$ cat src/rtl/rs_syndrome_calc.sv
// RS(15,9) over GF(16) syndrome calculator.
// Evaluates the received polynomial at alpha^1..alpha^6 by Horner's rule,
// one symbol per clock from the highest coefficient down, and flags any error.
module rs_syndrome_calc #(
   parameter int N_SYMBOLS = 15,
   parameter int TWO_T     = 6,
   parameter int SYM_W     = 4
) (
   input  logic                       clk,
   input  logic                       reset,
   input  logic [N_SYMBOLS*SYM_W-1:0] recievedWordIn,
   input  logic                       start,
   output logic                       busy,
   output logic                       done,
   output logic [TWO_T*SYM_W-1:0]     syndromes,
   output logic                       syndromeValid,
   output logic                       errorDetected
);

   typedef enum logic {
      IDLE = 1'b0,
      RUN  = 1'b1
   } state_t;

   // Multiply by alpha^n in GF(16) with x^4 + x + 1; n is constant per
   // instance, so each use collapses to a small XOR network.
   function automatic logic [SYM_W-1:0] mul_alpha_pow(input logic [SYM_W-1:0] x,
                                                      input int n);
      logic [SYM_W-1:0] v;
      v = x;
      for (int k = 0; k < n; k++) begin
         v = {v[2:0], 1'b0} ^ {2'b00, v[3], v[3]};
      end
      return v;
   endfunction

   state_t                     state_q, state_d;
   logic [N_SYMBOLS*SYM_W-1:0] word_q, word_d;
   logic [3:0]                 cnt_q, cnt_d;
   logic [SYM_W-1:0]           acc_q [TWO_T];
   logic [SYM_W-1:0]           acc_d [TWO_T];
   logic [TWO_T*SYM_W-1:0]     synd_q, synd_d;
   logic                       busy_q, busy_d;
   logic                       done_q, done_d;
   logic                       valid_q, valid_d;
   logic                       err_q, err_d;

   logic [SYM_W-1:0]           cur_sym;
   logic [SYM_W-1:0]           acc_upd [TWO_T];
   logic [TWO_T*SYM_W-1:0]     synd_new;

   // Select the coefficient addressed by the down-counter.
   always_comb begin
      cur_sym = '0;
      for (int i = 0; i < N_SYMBOLS; i++) begin
         if (cnt_q == 4'(i)) begin
            cur_sym = word_q[SYM_W*i +: SYM_W];
         end
      end
   end

   // One Horner step per syndrome: A_j * alpha^j + r[counter].
   for (genvar gi = 0; gi < TWO_T; gi++) begin : g_horner
      assign acc_upd[gi]                   = mul_alpha_pow(acc_q[gi], gi + 1) ^ cur_sym;
      assign synd_new[SYM_W*gi +: SYM_W]   = acc_upd[gi];
   end

   // Next-state and next-output logic for the IDLE/RUN sequencer.
   always_comb begin
      state_d = state_q;
      word_d  = word_q;
      cnt_d   = cnt_q;
      synd_d  = synd_q;
      busy_d  = busy_q;
      done_d  = 1'b0;
      valid_d = valid_q;
      err_d   = err_q;
      for (int j = 0; j < TWO_T; j++) begin
         acc_d[j] = acc_q[j];
      end

      case (state_q)
         IDLE: begin
            if (start) begin
               word_d  = recievedWordIn;
               cnt_d   = 4'(N_SYMBOLS - 1);
               busy_d  = 1'b1;
               valid_d = 1'b0;
               state_d = RUN;
               for (int j = 0; j < TWO_T; j++) begin
                  acc_d[j] = '0;
               end
            end
         end
         RUN: begin
            for (int j = 0; j < TWO_T; j++) begin
               acc_d[j] = acc_upd[j];
            end
            if (cnt_q == 4'd0) begin
               // Last coefficient (X^0): publish the fully evaluated values.
               synd_d  = synd_new;
               busy_d  = 1'b0;
               done_d  = 1'b1;
               valid_d = 1'b1;
               err_d   = |synd_new;
               state_d = IDLE;
            end else begin
               cnt_d = cnt_q - 4'd1;
            end
         end
         default: state_d = IDLE;
      endcase
   end

   // State register with synchronous reset that aborts any run in progress.
   always_ff @(posedge clk) begin
      if (reset) begin
         state_q <= IDLE;
         word_q  <= '0;
         cnt_q   <= '0;
         synd_q  <= '0;
         busy_q  <= 1'b0;
         done_q  <= 1'b0;
         valid_q <= 1'b0;
         err_q   <= 1'b0;
         for (int j = 0; j < TWO_T; j++) begin
            acc_q[j] <= '0;
         end
      end else begin
         state_q <= state_d;
         word_q  <= word_d;
         cnt_q   <= cnt_d;
         synd_q  <= synd_d;
         busy_q  <= busy_d;
         done_q  <= done_d;
         valid_q <= valid_d;
         err_q   <= err_d;
         for (int j = 0; j < TWO_T; j++) begin
            acc_q[j] <= acc_d[j];
         end
      end
   end

   assign busy          = busy_q;
   assign done          = done_q;
   assign syndromes     = synd_q;
   assign syndromeValid = valid_q;
   assign errorDetected = err_q;

endmodule

$ cat config.mk
export PLATFORM = sky130hd
export DESIGN_NAME = rs_syndrome_calc
export DESIGN_NICKNAME = d
export VERILOG_FILES = /design/src/rtl/rs_syndrome_calc.sv
export SDC_FILE = /design/constraint.sdc
export NUM_CORES = 1
export LEC_CHECK = 0
export BUFFER_PORTS_ARGS = -buffer_cell sky130_fd_sc_hd__buf_2
export CORE_MARGIN = 5
export CORE_UTILIZATION = 45
export CTS_BUF_LIST = sky130_fd_sc_hd__clkbuf_4 sky130_fd_sc_hd__clkbuf_8
export DETAILED_ROUTE_END_ITERATION = 12
export HOLD_SLACK_MARGIN = 0.12
export PLACE_DENSITY = 0.66
export SYNTH_ARGS = -nofsm -noshare
export SYNTH_HDL_FRONTEND = slang
export SYNTH_SLANG_ARGS = --single-unit
$ cat constraint.sdc
create_clock -name clk -period 3.8 [get_ports clk]
set_input_delay 0.38 -clock clk [delete_from_list [all_inputs] [get_ports clk]]
set_output_delay 0.38 -clock clk [all_outputs]
set_load 0.005 [all_outputs]
Word-level counts from Yosys, hierarchy flattened
Memory sizes are Yosys's and may differ from the RTL's.
Index checks and enable logic that the tools add are counted.
{ "classes": {"n_bitwise": 34, "n_addsub": 1, "eq_ne": 17, "mux": 39, "n_reduce_logical": 7} }
{ "op_table": {"columns": ["operator", "count"], "rows": [
  ["$mux 4", 23],
  ["$xor 4x2->4", 21],
  ["$pmux 24 s2", 1],
  ["$eq 4x4->1 const B", 7],
  ["$mux 24", 1],
  ["$reduce_or 24->1", 1],
  ["$xor 4x4->4", 6],
  ["$eq 4x3->1 const B", 4],
  ["$mux 1", 10],
  ["$eq 4x2->1 const B", 2],
  ["$pmux 4 s2", 1],
  ["$reduce_and 2->1", 4],
  ["$or 1x1->1", 6],
  ["$pmux 1 s2", 3],
  ["$eq 4x1->1 const B", 1],
  ["$logic_not 4->1", 1],
  ["$ne 2x2->1 const B", 2],
  ["$sub 4x1->4 const B", 1],
  ["$ne 2x1->1 const B", 1],
  ["$reduce_or 2->1", 1],
  ["$not 1->1", 1]
]} }
{ "totals": {"word_cells": 107, "output_inout_bits": 28, "mem_bits_rw": 24, "input_bits": 63, "ff_bits": 93, "mem_count": 1} }
{ "memory_table": {"columns": ["memory", "words", "word_bits", "read_ports", "rd_clocked_by_memory_dff", "write_ports", "line_no", "source"], "rows": [
  ["acc_q", 6, 4, 6, 0, 6, "40", "logic [SYM_W-1:0] acc_q [TWO_T];"]
]} }

Depth between registers and ports, before layout
Gate-level depths: netlist of the first run.
{ "depth": {"word_depth": 19, "depth_mapped": 13, "mapped_depth_nobuf": 10} }

Worst setup path after synthesis of the first run
OpenSTA, ideal clock, no wires.
{ "synth_timing": {"kind": "register to register", "from": "register cnt_q[0]", "to": "register err_q, in the netlist errorDetected", "setup_ns": 0.134, "required_ns": 3.666, "period_less_slack_ns": 2.741, "path_slack_ns": 1.059, "path_stages_with_launch": 13, "arrival_time_ns": 2.606, "path_buffers": 3, "path_cell_list": "dfxtp_1 inv_1 ha_1 buf_4 buf_6 buf_2 a221oi_1 o2111ai_1 a32oi_4 mux2i_1 nand3_1 a2111oi_0 a211oi_1"} }
{ "synth_via": {"elab_chain_cells": 18, "elab_cells_between_ends": 38, "cone_classes": "eq/ne (14); mux (15); bitwise (6); reduce/logical (3)"} }
{ "synth_lines": {"columns": ["item", "line_no", "source"], "rows": [
  ["start: declaration", "39", "logic [3:0] cnt_q, cnt_d;"],
  ["start signal: assignment", "132", "cnt_q <= cnt_d;"],
  ["$logic_not 4->1", "56, 99", null],
  ["$mux 4 (15 in a row)", "56", "if (cnt_q == 4'(i)) begin"],
  ["$xor 4x4->4", "64", "assign acc_upd[gi] = mul_alpha_pow(acc_q[gi], gi + 1) ^ cur_sym;"],
  ["$reduce_or 24->1", "105", "err_d = |synd_new;"],
  ["end signal: assignment", "137", "err_q <= err_d;"],
  ["end: declaration", "46", "logic err_q, err_d;"]
]} }
Parallel ways exist; a longest one is shown, timed or not.
A chain may end at the register's enable or synchronous reset.

Worst setup path in the final report of the first run
{ "layout_timing": {"from": "register cnt_q[1]", "to": "register err_q, in the netlist errorDetected"} }
Same word-level chain as after synthesis.

==> impl_metrics.csv, run 1 <==
group,metric,value,unit
clocking,cts_sinks,117,
job,drv_cap,0,
clocking,htree_levels,4,
critical_path,cp-endpoint,"errorDetected$_SDFFE_PP0P_",
yosys,synth_area,5747,um2
timing,relSlewSlack,0.1867,
grt,antenna_found_initial,0,
placed_design,port_buffers,90,
yosys,yosysWarnings,0,
yosys,synth_ff_type,"dfxtp_1",
detailed_routing,drt-wirelength-per-cell,15.15,um
yosys,ys_top_cells_by_count,"nand2_1 (173), dfxtp_1 (117), a21oi_1 (110)",
grt,track_usage,0.2062,
clocking,clk_pin_slew,70,ps
die,initial_core_util,0.4572,
power_and_ir_drop,vdd_drop_max,0.2296,mV
timing,fin_crit_sh,0.9090,
cells_and_area,final_area,6666,um2
detailed_routing,ant_nets,0,
timing,setup_viol,0,
critical_path,r2r-end,"errorDetected$_SDFFE_PP0P_",
timing,slew_viol_final,0,
yosys,yosysTopAreaCell,"dfxtp_1",
clocking,cts_made_buffers,17,
cells_and_area,drive_gt1_frac,0.1768,
yosys,syn_inst,745,
yosys,syn_avg_cell_area,7.714,um2
die,die_w,123.0,um
yosys,synth.distinct_cells,61,
placed_design,placed_cell_area,6230,um2
critical_path,r2r_cells,11,
timing,fmax,289.5,MHz
clocking,cts_setup_buffers,0,
critical_path,crit_arrival,3740,ps
yosys,synth_nets,813,
timing,rsz0062_at_grt,"false",
grt,grt_pass1_wl,24700,um
clocking,insertion_delay,460,ps
timing,setup-tns-final,0,ps
timing,clock_skew,8.722,ps
run_status,status,"finished, final reports clean",
cells_and_area,area_growth,16.00,%
grt,grt_max_degree,118,
cells_and_area,antenna_cells,0,
worst_hold_path,hp-class,"input port to flop",
timing,hold_violations,0,
die,core_area,12570,um2
timing,fin_ws,345.8,ps
yosys,async_flop_share,0,
clocking,cts_root_buf,"clkbuf_8",
power_and_ir_drop,leakage,2.612,nW
detailed_routing,drt_iter0_drc,399,
critical_path,crit_start,"cnt_q[1]$_SDFFE_PP0P_",
clocking,cts_buffer_depth,2,
yosys,synth_top_area_share,0.4076,
detailed_routing,wl,15030,um
grt,grt_pass1_vias,5022,
critical_path,ff2ff_setup_slack,350,ps
critical_path,startpoint_type,"flop",
placed_design,post-place-ws,340.8,ps
yosys,yosysSeqAreaShare,0.4076,
yosys,synth-seq-cells,117,
timing,min_period,3454,ps
detailed_routing,drc,0,
placed_design,gp_congestion,0.9061,
clocking,cts_tree,"yes",
cells_and_area,nets,875,
detailed_routing,vias,5273,
power_and_ir_drop,powerDensity,557.2,nW/um2
placed_design,dp_hpwl,10540,um
timing,tightest_slew,1220,ps
clocking,cts-hold-fix-buffers,0,
critical_path,crit_type,"flop to flop",
critical_path,critPathMaxFanout,30,
clocking,cts_resized,0,
die,io_pins,91,
yosys,synth_edf_count,0,
grt,grt-ovfl-total,0,
die,rows,41,
die,dieHeight,123.0,um
critical_path,worstReg2RegStart,"cnt_q[1]$_SDFFE_PP0P_",
detailed_routing,routed_via_density,5.316,
detailed_routing,drtPass1Iterations,6,
critical_path,crit_required,4090,ps
yosys,ys_top_cells_by_area,"dfxtp_1 (41%), nand2_1 (11%), a21oi_1 (9.6%), xnor2_1 (4.3%), nor2_1 (3.8%)",
die,die_area,15130,um2
yosys,synth.most_common_cell,"nand2_1",
critical_path,cp-end-kind,"flop",
how the worst min path moves through the flow:
stage,from,endpoint,cells after the start,slack (ps)
after floorplan,word_q[29]$_SDFFE_PP0P_,word_q[29]$_SDFFE_PP0P_,2,430
after global routing,recievedWordIn[55],word_q[55]$_SDFFE_PP0P_,3,140
after CTS,recievedWordIn[47],word_q[47]$_SDFFE_PP0P_,3,130
after detailed placement,syndromes[19]$_SDFFE_PP0P_,syndromes[19]$_SDFFE_PP0P_,2,450
after global placement,syndromeValid$_SDFFE_PP0P_,syndromeValid$_SDFFE_PP0P_,2,440
final,recievedWordIn[10],word_q[10]$_SDFFE_PP0P_,3,160
where the power goes:
group / leakage [nW] / switching (mW) / internal, mW
logic: 1.43 / 0.590 / 0.420
registers: 0.957 / 0.108 / 1.33
clock network: 0.227 / 0.499 / 0.765
total: 2.61 / 1.20 / 2.52
placed cells by master (no fill, tap or decap), types with 3 or more instances in the layout:
master and instances:
nor2b_1 13, clkbuf_8 19, a211oi_1 9, a21oi_1 110, ha_1 5, and2_1 5
a22oi_1 17, nor2_1 58, o211ai_1 3, nand4_1 4, or3_1 3, clkbuf_4 3
buf_2 89, buf_4 11, xor2_1 13, a31o_2 3, nand3_1 10, nand2b_1 4
bufinv_16 4, inv_1 11, nor3b_1 9, nand3b_1 14, o21ai_0 14, xnor2_1 28
nand2_1 172, mux2i_1 7, clkinv_2 5, dfxtp_1 117, nor3_1 15
stage by stage:
stage	util	power [mW]	hold slack, ps	instances
after floorplan	-	2.216	431.1	745
after global placement	0.4957	2.454	439.9	960
after detailed placement	0.4957	2.471	447.2	960
after CTS	0.5304	3.741	127.9	992
after global routing	0.5304	3.927	138.9	992
final	0.5304	3.714	157.5	992
final cells by class:
class | instances | area (um2)
Multi-Input combinational cell | 559 | 3099
Timing Repair Buffer | 100 | 528.0
Fill cell | 1246 | 5902
Clock inverter | 10 | 152.6
Clock buffer | 22 | 284.0
Tap cell | 172 | 215.2
Inverter | 12 | 45.04
Sequential cell | 117 | 2342
flip-flops by register name, summed over array words and instances (netlist names):
signal         flops
busy               1
syndromes         24
syndromeValid      1
cnt_q              4
errorDetected      1
acc_q             24
word_q            60
state_q            1
done               1
metal layers:
layer	GRT usage	vias up	wire length (um)
met5	0	-	0
met4	0.07128	0	238
met3	0.04986	21	856
met2	0.3065	154	6466
met1	0.2929	2438	7469
li1	-	2660	-
kinds of logic (layout without fill, tap and decap cells):
group | Yosys count | in the layout | share of synthesized area
AOI/OAI and AO/OA | 186 | 186 | 0.2016
and+or+nand+nor | 320 | 320 | 0.2504
xor gates and xnor gates | 41 | 41 | 0.06249
adders and majority gates | 5 | 5 | 0.01089
buffers and inverters | 69 | 144 | 0.05487
DFF | 117 | 117 | 0.4076
muxes | 7 | 7 | 0.01219
worst max-delay path, cell delays in order (launching register included):
cell and delay (ps):
dfxtp_1 390, inv_1 100, ha_1 520, buf_4 310
nor2b_1 130, o21ai_0 280, o2111ai_1 250, a32oi_4 500
mux2i_1 250, nand3_1 100, a2111oi_0 330, a211oi_1 130
(Power assumes the default switching activity.)
==> run 2, diff against run 1 <==
--- a/config.mk
+++ b/config.mk
@@ -7,11 +7,11 @@
 export LEC_CHECK = 0
 export BUFFER_PORTS_ARGS = -buffer_cell sky130_fd_sc_hd__buf_2
 export CORE_MARGIN = 5
-export CORE_UTILIZATION = 45
+export CORE_UTILIZATION = 57
 export CTS_BUF_LIST = sky130_fd_sc_hd__clkbuf_4 sky130_fd_sc_hd__clkbuf_8
 export DETAILED_ROUTE_END_ITERATION = 12
 export HOLD_SLACK_MARGIN = 0.12
-export PLACE_DENSITY = 0.66
+export PLACE_DENSITY = 0.8
 export SYNTH_ARGS = -nofsm -noshare
 export SYNTH_HDL_FRONTEND = slang
 export SYNTH_SLANG_ARGS = --single-unit
==> run 2 against run 1 <==
Routed wire length is 0.88% higher; power is 3.2% higher; final area down 0.11%; sequential share of layout area barely moved; worst hold slack better by 10 ps; sequential power barely moved; count of clock-buffer cells in the layout grew 1; largest cell class unchanged; largest power group unchanged.
==> impl_metrics.csv, run 2 (synthesis gave the netlist of run 1 again) <==
group,metric,value,unit
cells_and_area,num-fill-cells,853,
critical_path,cp_top_family,"compound AO/OA/AOI/OAI gates",
power_and_ir_drop,p_clk_frac,0.354,
detailed_routing,drt-wirelength-per-cell,15.89,um
cells_and_area,multi_input_area,3099,um2
grt,grt_pass1_wl,25140,um
grt,grt_util_met3,0.06018,
detailed_routing,vias,5445,
clocking,cts_tree,"yes",
clocking,clk_pin_slew,70,ps
power_and_ir_drop,powerDensity,575.4,nW/um2
detailed_routing,drtPass1Iterations,5,
timing,relSlewSlack,0.2136,
die,dieHeight,110.4,um
timing,fin_crit_sh,0.9063,
die,die_area,12190,um2
grt,grt_max_degree,118,
timing,slew_viol_final,0,
clocking,cts_sinks,117,
detailed_routing,drc,0,
cells_and_area,drive_gt1_frac,0.1778,
timing,min_period,3444,ps
grt,track_usage,0.2459,
power_and_ir_drop,vdd_drop_max,0.2832,mV
die,rows,36,
die,io_pins,91,
power_and_ir_drop,leakage,2.630,nW
detailed_routing,wl,15160,um
timing,fin_ws,355.9,ps
timing,setup_viol,0,
detailed_routing,routed_via_density,5.708,
critical_path,cp_num_buf_inv,0,
grt,grt_pass1_vias,5136,
die,core_area,9819,um2
power_and_ir_drop,p_int,2.607,mW
critical_path,cp-end-kind,"flop",
power_and_ir_drop,seqPwrFrac,0.377,
run_status,status,"finished, final reports clean",
grt,antenna_found_initial,0,
grt,grt-ovfl-total,0,
clocking,htree_levels,4,
critical_path,critical_path.max_stage_delay,820,ps
timing,fmax,290.4,MHz
power_and_ir_drop,combPwrFrac,0.269,
die,initial_core_util,0.5852,
critical_path,crit_arrival,3730,ps
clocking,cts_setup_buffers,0,
cells_and_area,area_growth,15.87,%
cells_and_area,layout_common_cells,"nand2_1 (172), dfxtp_1 (117), a21oi_1 (110)",
clocking,cts-hold-fix-buffers,0,
clocking,cts_buffer_depth,2,
cells_and_area,largest_reg_flops,60,
critical_path,startpoint_type,"flop",
cells_and_area,mostFrequentLayoutCell,"nand2_1",
placed_design,dp_hpwl,10520,um
die,die_w,110.4,um
grt,grtUsageMet2,0.3576,
detailed_routing,ant_nets,0,
cells_and_area,regMostFlops,"word_q",
timing,tightest_slew,1177,ps
cells_and_area,seqCellArea,2342,um2
placed_design,port_buffers,90,
grt,met1_usage,0.3532,
placed_design,gp_congestion,0.9307,
placed_design,post-place-ws,457.8,ps
job,drv_cap,0,
clocking,cts_root_buf,"clkbuf_8",
timing,setup-tns-final,0,ps
critical_path,critPathMaxFanout,28,
worst_hold_path,hp-class,"input port to flop",
critical_path,slowest_stage,"ha_1",
timing,rsz0062_at_grt,"false",
critical_path,crit_required,4080,ps
clocking,cts_resized,0,
clocking,cts_made_buffers,17,
grt,top_usage_layer,"met2",
cells_and_area,nets,876,
critical_path,crit_chain,"ha_1, nor3b_1, a2111oi_2, o2bb2ai_1, o211a_1, or2_1, mux2i_1, a2111oi_0, a211oi_1",
timing,hold_violations,0,
power_and_ir_drop,p_sw_frac,0.3196,
detailed_routing,drt_iter0_drc,590,
clocking,insertion_delay,450,ps
power_and_ir_drop,p_switching,1.225,mW
critical_path,crit_type,"flop to flop",
cells_and_area,antenna_cells,0,
timing,clock_skew,10.96,ps
-- run 2: cell types whose count changed in the layout (fill, tap and decap cells not counted), sizes merged --
cell    previous run  this run
buf              100       101
clkinv             5         3
bufinv             4         5
clkbuf            22        23
-- run 2: tightest hold or removal path: stages --
cell	delay [ps]
buf_2	90
nand2_1	40
a21oi_1	50
-- run 2: per-stage QoR --
stage / power (mW) / cells / hold WS (ps) / utilization / instance area (um2)
floorplan: 2.216 / 745 / 431.1 / - / 5747
global placement: 2.453 / 922 / 436.7 / 0.6302 / 6188
detailed placement: 2.478 / 922 / 444.6 / 0.6302 / 6188
CTS: 3.832 / 954 / 148.8 / 0.6781 / 6659
global route: 4.018 / 954 / 161.5 / 0.6781 / 6659
finish: 3.832 / 954 / 167.7 / 0.6781 / 6659
-- run 2: final timing paths --
path	start	end	slack, ps	cells past startpoint
hold / removal	recievedWordIn[40]	word_q[40]$_SDFFE_PP0P_	170	3
setup / recovery	cnt_q[0]$_SDFFE_PP0P_	errorDetected$_SDFFE_PP0P_	360	9
hold reg to reg	syndromes[1]$_SDFFE_PP0P_	syndromes[1]$_SDFFE_PP0P_	450	2
setup reg to reg	cnt_q[0]$_SDFFE_PP0P_	errorDetected$_SDFFE_PP0P_	360	9
-- run 2: routing by layer --
| layer | share of wire | wire (um) | up-vias |
|---|---|---|---|
| met5 | 0 | 0 | - |
| met4 | 0.021 | 316 | 0 |
| met3 | 0.076 | 1153 | 30 |
| met2 | 0.43 | 6503 | 198 |
| met1 | 0.47 | 7189 | 2555 |
| li1 | - | - | 2662 |
-- run 2: area by class of cell --
| type | instances | share of cell area |
|---|---|---|
| inverters | 12 | 0.006764 |
| clock inverters | 9 | 0.02593 |
| repair buffers | 101 | 0.08042 |
| clock buffers | 23 | 0.04472 |
| well taps | 133 | 0.02499 |
| flip-flops and latches | 117 | 0.3517 |
| multi-input cells | 559 | 0.4654 |
-- run 2: power by group through the flow --
stage	combinational (mW)	clock [mW]	sequential, mW
2_1_floorplan	0.790	0	1.43
3_3_place_gp	0.990	0	1.46
3_5_place_dp	1.01	0	1.47
4_1_cts	1.02	1.37	1.44
5_1_grt	1.14	1.42	1.46
6_report	1.03	1.36	1.44
